===== src/rtl/lsu_ctrl.sv =====
// lsu_ctrl: load/store sequencer with byte enables, lane replication, load extension and ready timeout.
// Optional LSU_MISALIGN_TRAP_EN adds misalign_o and traps misaligned H/W accesses.
module lsu_ctrl #(
  parameter int MAX_WAIT = 255,
  parameter int WAIT_W = 8
) (
  input  logic        clk_i,
  input  logic        rst_i,
  input  logic        core_req_i,
  input  logic        core_we_i,
  input  logic [2:0]  core_size_i,
  input  logic [31:0] core_addr_i,
  input  logic [31:0] core_wd_i,
  output logic [31:0] core_rd_o,
  output logic        core_stall_o,
  output logic        mem_req_o,
  output logic        mem_we_o,
  output logic [3:0]  mem_be_o,
  output logic [31:0] mem_addr_o,
  output logic [31:0] mem_wd_o,
  input  logic [31:0] mem_rd_i,
  input  logic        mem_ready_i,
  output logic        bus_err_o
`ifdef LSU_MISALIGN_TRAP_EN
  , output logic      misalign_o
`endif
);
  typedef enum logic [1:0] {IDLE, BUSY, DONE} state_t;
  state_t state;
  logic [31:0] addr_q, wd_q;
  logic [2:0] size_q;
  logic we_q;
  logic [WAIT_W-1:0] cnt;
  logic legal, misaligned;
  logic [1:0] a;
  logic [3:0] be;
  logic [7:0] lb;
  logic [15:0] lh;
  logic [31:0] ext;
`ifdef LSU_MISALIGN_TRAP_EN
  logic mis_q;
  assign misalign_o = mis_q;
  assign misaligned = (core_size_i[1:0] == 2'd1 && core_addr_i[0]) ||
                      (core_size_i == 3'd2 && core_addr_i[1:0] != 2'd0);
`else
  assign misaligned = 1'b0;
`endif
  assign legal = core_size_i inside {3'd0, 3'd1, 3'd2, 3'd4, 3'd5};
  assign a = addr_q[1:0];
  assign be = size_q[1:0] == 2'd0 ? 4'b0001 << a :
              size_q[1:0] == 2'd1 ? 4'b0011 << {a[1], 1'b0} : 4'b1111;
  assign lb = mem_rd_i[{a, 3'b000} +: 8];
  assign lh = mem_rd_i[{a[1], 4'b0000} +: 16];
  assign ext = size_q == 3'd0 ? {{24{lb[7]}}, lb} :
               size_q == 3'd1 ? {{16{lh[15]}}, lh} :
               size_q == 3'd4 ? {24'd0, lb} :
               size_q == 3'd5 ? {16'd0, lh} : mem_rd_i;
  // Stall is combinational in IDLE so the PC freezes in the request cycle itself.
  assign core_stall_o = !rst_i && (state == BUSY || (state == IDLE && core_req_i));
  assign mem_req_o = state == BUSY;
  assign mem_we_o = state == BUSY && we_q;
  assign mem_be_o = state == BUSY ? be : 4'b0000;
  assign mem_addr_o = {addr_q[31:2], 2'b00};
  assign mem_wd_o = size_q[1:0] == 2'd0 ? {4{wd_q[7:0]}} :
                    size_q[1:0] == 2'd1 ? {2{wd_q[15:0]}} : wd_q;
  always_ff @(posedge clk_i or posedge rst_i) begin
    if (rst_i) begin
      state <= IDLE;
      addr_q <= '0;
      wd_q <= '0;
      size_q <= '0;
      we_q <= 1'b0;
      cnt <= '0;
      core_rd_o <= '0;
      bus_err_o <= 1'b0;
`ifdef LSU_MISALIGN_TRAP_EN
      mis_q <= 1'b0;
`endif
    end else begin
      bus_err_o <= 1'b0;
`ifdef LSU_MISALIGN_TRAP_EN
      mis_q <= 1'b0;
`endif
      case (state)
        IDLE: if (core_req_i) begin
          if (!legal || misaligned) begin
            state <= DONE;
`ifdef LSU_MISALIGN_TRAP_EN
            mis_q <= legal;
`endif
          end else begin
            addr_q <= core_addr_i;
            wd_q <= core_wd_i;
            size_q <= core_size_i;
            we_q <= core_we_i;
            cnt <= '0;
            state <= BUSY;
          end
        end
        BUSY: if (mem_ready_i) begin
          if (!we_q) core_rd_o <= ext;
          state <= DONE;
        end else if (MAX_WAIT != 0 && cnt == WAIT_W'(MAX_WAIT - 1)) begin
          bus_err_o <= 1'b1;
          state <= DONE;
        end else begin
          cnt <= cnt + 1'b1;
        end
        default: state <= IDLE;
      endcase
    end
  end
endmodule


===== config.mk =====
export PLATFORM = sky130hd
export DESIGN_NAME = lsu_ctrl
export DESIGN_NICKNAME = d
export VERILOG_FILES = /design/src/rtl/lsu_ctrl.sv
export SDC_FILE = /design/constraint.sdc
export NUM_CORES = 1
export LEC_CHECK = 0
export CORE_MARGIN = 4
export CORE_UTILIZATION = 48
export DETAILED_ROUTE_END_ITERATION = 12
export GPL_TIMING_DRIVEN = 0
export PLACE_DENSITY = 0.85
export SLEW_MARGIN = 20
export SYNTH_ARGS = -nofsm -noshare
export SYNTH_HDL_FRONTEND = slang
export SYNTH_SLANG_ARGS = --single-unit

===== constraint.sdc =====
create_clock -name clk_i -period 5.6 [get_ports clk_i]
set_input_delay 1.12 -clock clk_i [delete_from_list [all_inputs] [get_ports clk_i]]
set_output_delay 1.12 -clock clk_i [all_outputs]
set_load 0.02 [all_outputs]

Yosys cells after proc, flatten, opt, wreduce, memory -nomap -nowiden
Index checks and enable logic that the tools add are counted.
{"block": "totals", "reg_bits": 111, "input_bits": 104, "output_inout_bits": 104}
{"block": "classes", "add_sub_neg": 1, "n_eq_ne": 15, "shift": 4, "muxes": 22, "bitwise_logic": 1, "reduce_logical": 15}
{"operator": "2-to-1 mux 32 bit", "n": 6}
{"operator": "2-to-1 mux 8 bit", "n": 4}
{"operator": "indexed part select 32 x 6 -> 16 bit", "n": 1}
{"operator": "indexed part select 32 x 6 -> 8 bit", "n": 1}
{"operator": "one-hot mux 8 bit (2 select lines)", "n": 1}
{"operator": "== test 3 bit (second input constant)", "n": 4}
{"operator": "2-to-1 mux 4 bit", "n": 3}
{"operator": "adder 8 x 1 -> 8 bit (second input constant)", "n": 1}
{"operator": "== test 8 bit (second input constant)", "n": 1}
{"operator": "2-to-1 mux 2 bit", "n": 4}
{"operator": "!= test 2 bit (second input constant)", "n": 4}
{"operator": "== test 3 x 1 -> 1 bit (second input constant)", "n": 2}
{"operator": "logical NOT 3 bit", "n": 2}
{"operator": "AND reduction 3 bit", "n": 2}
{"operator": "AND reduction 5 bit", "n": 1}
{"operator": "nonzero test 5 bit", "n": 1}
{"operator": "== test 2 x 1 -> 1 bit (second input constant)", "n": 2}
{"operator": "logical NOT 2 bit", "n": 2}
{"operator": "one-hot mux 2 bit (2 select lines)", "n": 1}
{"operator": "<< shifter 1 x 2 -> 4 bit (first input constant)", "n": 1}
{"operator": "<< shifter 2 x 2 -> 4 bit (first input constant)", "n": 1}
{"operator": "== test 3 x 2 -> 1 bit (second input constant)", "n": 1}
{"operator": "logical AND 1 bit", "n": 3}
{"operator": "2-to-1 mux 1 bit", "n": 3}
{"operator": "6 further kinds", "n": 6}

Depth between registers and ports, before layout
{"block": "depth", "depth_word": 5, "ltp_mapped": 7, "depth_no_buf": 6}

Least setup slack after synthesis
OpenSTA, ideal clock, no wires.
{"block": "synth_timing", "kind": "input to output", "from": "input rst_i", "to": "output core_stall_o", "arrival_ns": 1.605, "t_required_ns": 4.480, "setup_slack_ns": 2.875, "cell_stages": 1, "n_path_buf": 0, "path_cell_list": "nor3_1"}
{"block": "synth_between", "elab_chain_cells": 2}
{"element": "from (decl)", "line_no": "8", "rtl": "input logic rst_i,"}
{"element": "logical NOT 1 bit (no line)"}
{"element": "logical AND 1 bit", "line_no": "59", "rtl": "assign core_stall_o = !rst_i && (state == BUSY || (state == IDLE && core_req_i));"}
{"element": "to (decl)", "line_no": "15", "rtl": "output logic core_stall_o,"}
Every way passes these cells.

Worst setup path in the final report
{"block": "layout_timing", "from": "register size_q[1]", "to": "output mem_wd_o[21]"}
{"block": "layout_between", "elab_chain_cells": 3, "word_cells_on_any_way": 4}
{"element": "from (decl)", "line_no": "31", "rtl": "logic [2:0] size_q;"}
{"element": "from (signal assigned)", "line_no": "94", "rtl": "size_q <= core_size_i;"}
{"element": "== test 2 x 1 -> 1 bit", "line_no": "65", "rtl": "size_q[1:0] == 2'd1 ? {2{wd_q[15:0]}} : wd_q;"}
{"element": "2-to-1 mux 32 bit", "line_no": "65"}
{"element": "2-to-1 mux 32 bit *", "line_no": "64", "rtl": "assign mem_wd_o = size_q[1:0] == 2'd0 ? {4{wd_q[7:0]}} :"}
{"element": "to (decl)", "line_no": "20", "rtl": "output logic [31:0] mem_wd_o,"}
Every way passes the cells marked *; elsewhere a longest branch is shown, timed or not.

==> out/qor.yml <==
global_route:
  grt_overflow: 0
  track_usage_pct: 25.3
  grt_max_degree: 72
  antenna_found_initial: 0
  grt_pass1_wl_mm: 26.6
  grt_pass1_vias: 5491
route:
  drc: 0
  viasPerCell: 5.30
  dr_wl_met2_mm: 8.36
  met1Wirelength_mm: 6.59
  vias: 5371
  routed_wl_mm: 17.0
  drt_pass1_iterations: 7
  postRouteAntennaNets: 0
  routed.top_layer: "met4"
  dr_wl_met3_mm: 1.62
  drt_iter0_drc: 338
  wl_per_cell_um: 16.8
floorplanning:
  design.core.area_um2: 11400
  initial_utilization_pct: 49.2
  die_h_um: 116
  pin_count: 208
  die-area_um2: 13500
  fp-row-count: 39
  dieWidth_um: 116
timing:
  slew_violations: 0
  setup-violations-final: 0
  setup_tns_ns: 0
  tightest_slew_ns: 0.676
  rsz0062_at_grt: "no"
  timing.final.crit_share_pct: 65.3
  hold_viol: 0
  clock.fmax_mhz: 274
  whs_ns: 0.471
  fin_crit_ns: 3.65
  skew_ns: 0.00839
  slew_headroom_pct: 54.9
synthesis:
  synth_ff_type: "dfrtp_1"
  syn_inst: 647
  avgSynthCellArea_um2: 8.68
  syn_area_um2: 5610
  yosysWarnings: 0
  synth_edf_count: 0
  synthArstFlopShare_pct: 100
  ys_seq_area_share_pct: 49.5
  ys_types: 45
  yosys_register_bits: 111
placed_design:
  port-buffer-count: 205
  dpl.hpwl_mm: 13.1
  gp_congestion: 0.941
  post-place-cells: 997
  postPlaceCellArea_um2: 7880
layout:
  diodes: 0
  fin_nets: 971
  area_growth_pct: 45.9
  layout-drive-gt1-share_pct: 12.1
  stdcell_area_um2: 8190
  fillCellCount: 877
  stdcell_count: 1013
cts:
  numCtsBuffers: 9
  clk_pin_slew_ns: 0.07
  postCtsSetupBuffers: 0
  ctsResizeCount: 0
  clockBufferDepth: 2
  clk-insertion-delay-late_ns: 0.35
  cts-htree-levels: 3
  cts-root-buf: "clkbuf_16"
  cts_hold_buf: 0
  tritoncts: "built"
  cts_sinks: 111
setup_path:
  worst_ep_arrival_time_ns: 2.53
  worstPathMaxFanout: 10
  reg2reg_depth: 7
  crit_type: "reg -> out"
  required_ns: 4.48
  worstSetupStartpointType: "flip-flop"
  endpoint_kind: "output pin"
min_path:
  whs_path_depth: 2
  hold_class: "reg -> reg"
pwr:
  vdd_ir_drop_max_mv: 0.406
  powerDensity_nw_per_um2: 586
  power_mw: 4.80
  p_leak_nw: 3.87
outcome:
  status: "finished, final reports clean"
run:
  max-cap-violations: 0
==> layer usage <==
layer  track usage (%)  vias up
li1                  -     2528
met1              30.9     2536
met2              43.0      265
met3              7.10       42
met4              9.20        0
met5                 0        -
==> critical path, stage by stage, from the launching register on <==
cell             delay [ns]
dfrtp_1                0.42
buf_2                  0.27
buf_1                  0.53
mux2_2                 0.41
clkdlybuf4s50_1        0.56
==> metrics by stage <==
stage / util, % / worst slack [ns]
2_1_floorplan: - / 1.55
3_3_place_gp: 68.7 / -0.00621
3_5_place_dp: 69.0 / 2.01
4_1_cts: 71.7 / 1.95
5_1_grt: 71.7 / 1.84
6_report: 71.7 / 1.95
==> flip-flops by register name, indices dropped and copies added (netlist names) <==
register / cells
cnt: 8
we_q: 1
addr_q: 32
state: 2
bus_err_o: 1
core_rd_o: 32
size_q: 3
wd_q: 32
==> cell usage after synthesis (7+ instances only) <==
master | n | share of area (%)
a21oi_1 | 10 | 0.89
a31oi_1 | 9 | 1.0
a32oi_1 | 7 | 1.1
buf_2 | 18 | 1.6
buf_4 | 44 | 5.9
clkbuf_1 | 13 | 0.87
dfrtp_1 | 111 | 49
inv_1 | 11 | 0.74
mux2_2 | 19 | 3.8
mux2i_1 | 15 | 2.7
nand2_1 | 237 | 16
nand3_1 | 40 | 3.6
nor2_1 | 25 | 1.7
nor3_1 | 9 | 0.80
o21ai_0 | 21 | 1.9
==> layout by cell type (no fill, tap or decap), types with 2 or more instances in the layout <==
master,count
nand2b_1,5
a31oi_1,9
clkbuf_1,14
a21oi_1,10
nor3_1,9
mux2_2,19
o21ai_0,21
clkbuf_16,9
o22ai_1,2
buf_1,5
clkinv_2,2
nor3b_1,3
mux2i_1,15
inv_1,10
and2_1,3
buf_2,18
dfrtp_1,111
nor2_1,25
nand2_1,237
buf_4,44
o211ai_1,2
clkdlybuf4s50_1,205
nand4_1,2
a211o_1,5
a32oi_1,7
conb_1,2
and4bb_2,2
ha_1,2
a2bb2oi_1,5
nand3_1,40
clkbuf_8,3
a211oi_1,4
==> logic make-up (layout without fill, tap and decap cells) <==
| kind of cell | after synthesis | count (layout) | share of synthesized area [%] |
|---|---|---|---|
| simple gates | 336 | 336 | 25.5 |
| other cells | 1 | 2 | 0.0668 |
| compound gates | 69 | 69 | 8.13 |
| mux | 34 | 34 | 6.49 |
| flops | 111 | 111 | 49.5 |
| buf+inv | 92 | 314 | 9.63 |
| xor+xnor | 2 | 2 | 0.312 |
| fa+ha+maj | 2 | 2 | 0.446 |
==> final timing paths <==
kind                       startpoint            to  slack, ns
setup / recovery            size_q[1]  mem_wd_o[21]       1.95
hold / removal               wd_q[19]      wd_q[19]       0.47
setup reg to reg             state[0]      wd_q[29]       3.64
hold reg to reg              wd_q[19]      wd_q[19]       0.47
max in group asynchronous       rst_i       wd_q[5]       3.75
min in group asynchronous       rst_i      state[1]       1.17
==> power breakdown <==
group	switching, mW	total [mW]	internal, mW
sequential	0.260	1.43	1.17
combinational	1.40	2.71	1.31
clock	0.281	0.663	0.383
total	1.94	4.80	2.86
==> layout make-up <==
| class | count | area (um^2) | area share [%] |
|---|---|---|---|
| sequential | 111 | 2780 | 33.9 |
| multi-input combinational | 445 | 2300 | 28.1 |
| timing repair buffer | 206 | 2080 | 25.4 |
| buffer | 81 | 499 | 6.09 |
| clock buffer | 13 | 270 | 3.30 |
| tap | 143 | 179 | 2.18 |
| inverter | 11 | 46.3 | 0.565 |
| clock inverter | 3 | 40.0 | 0.489 |
No activity file was read; power rests on OpenSTA's default activity.
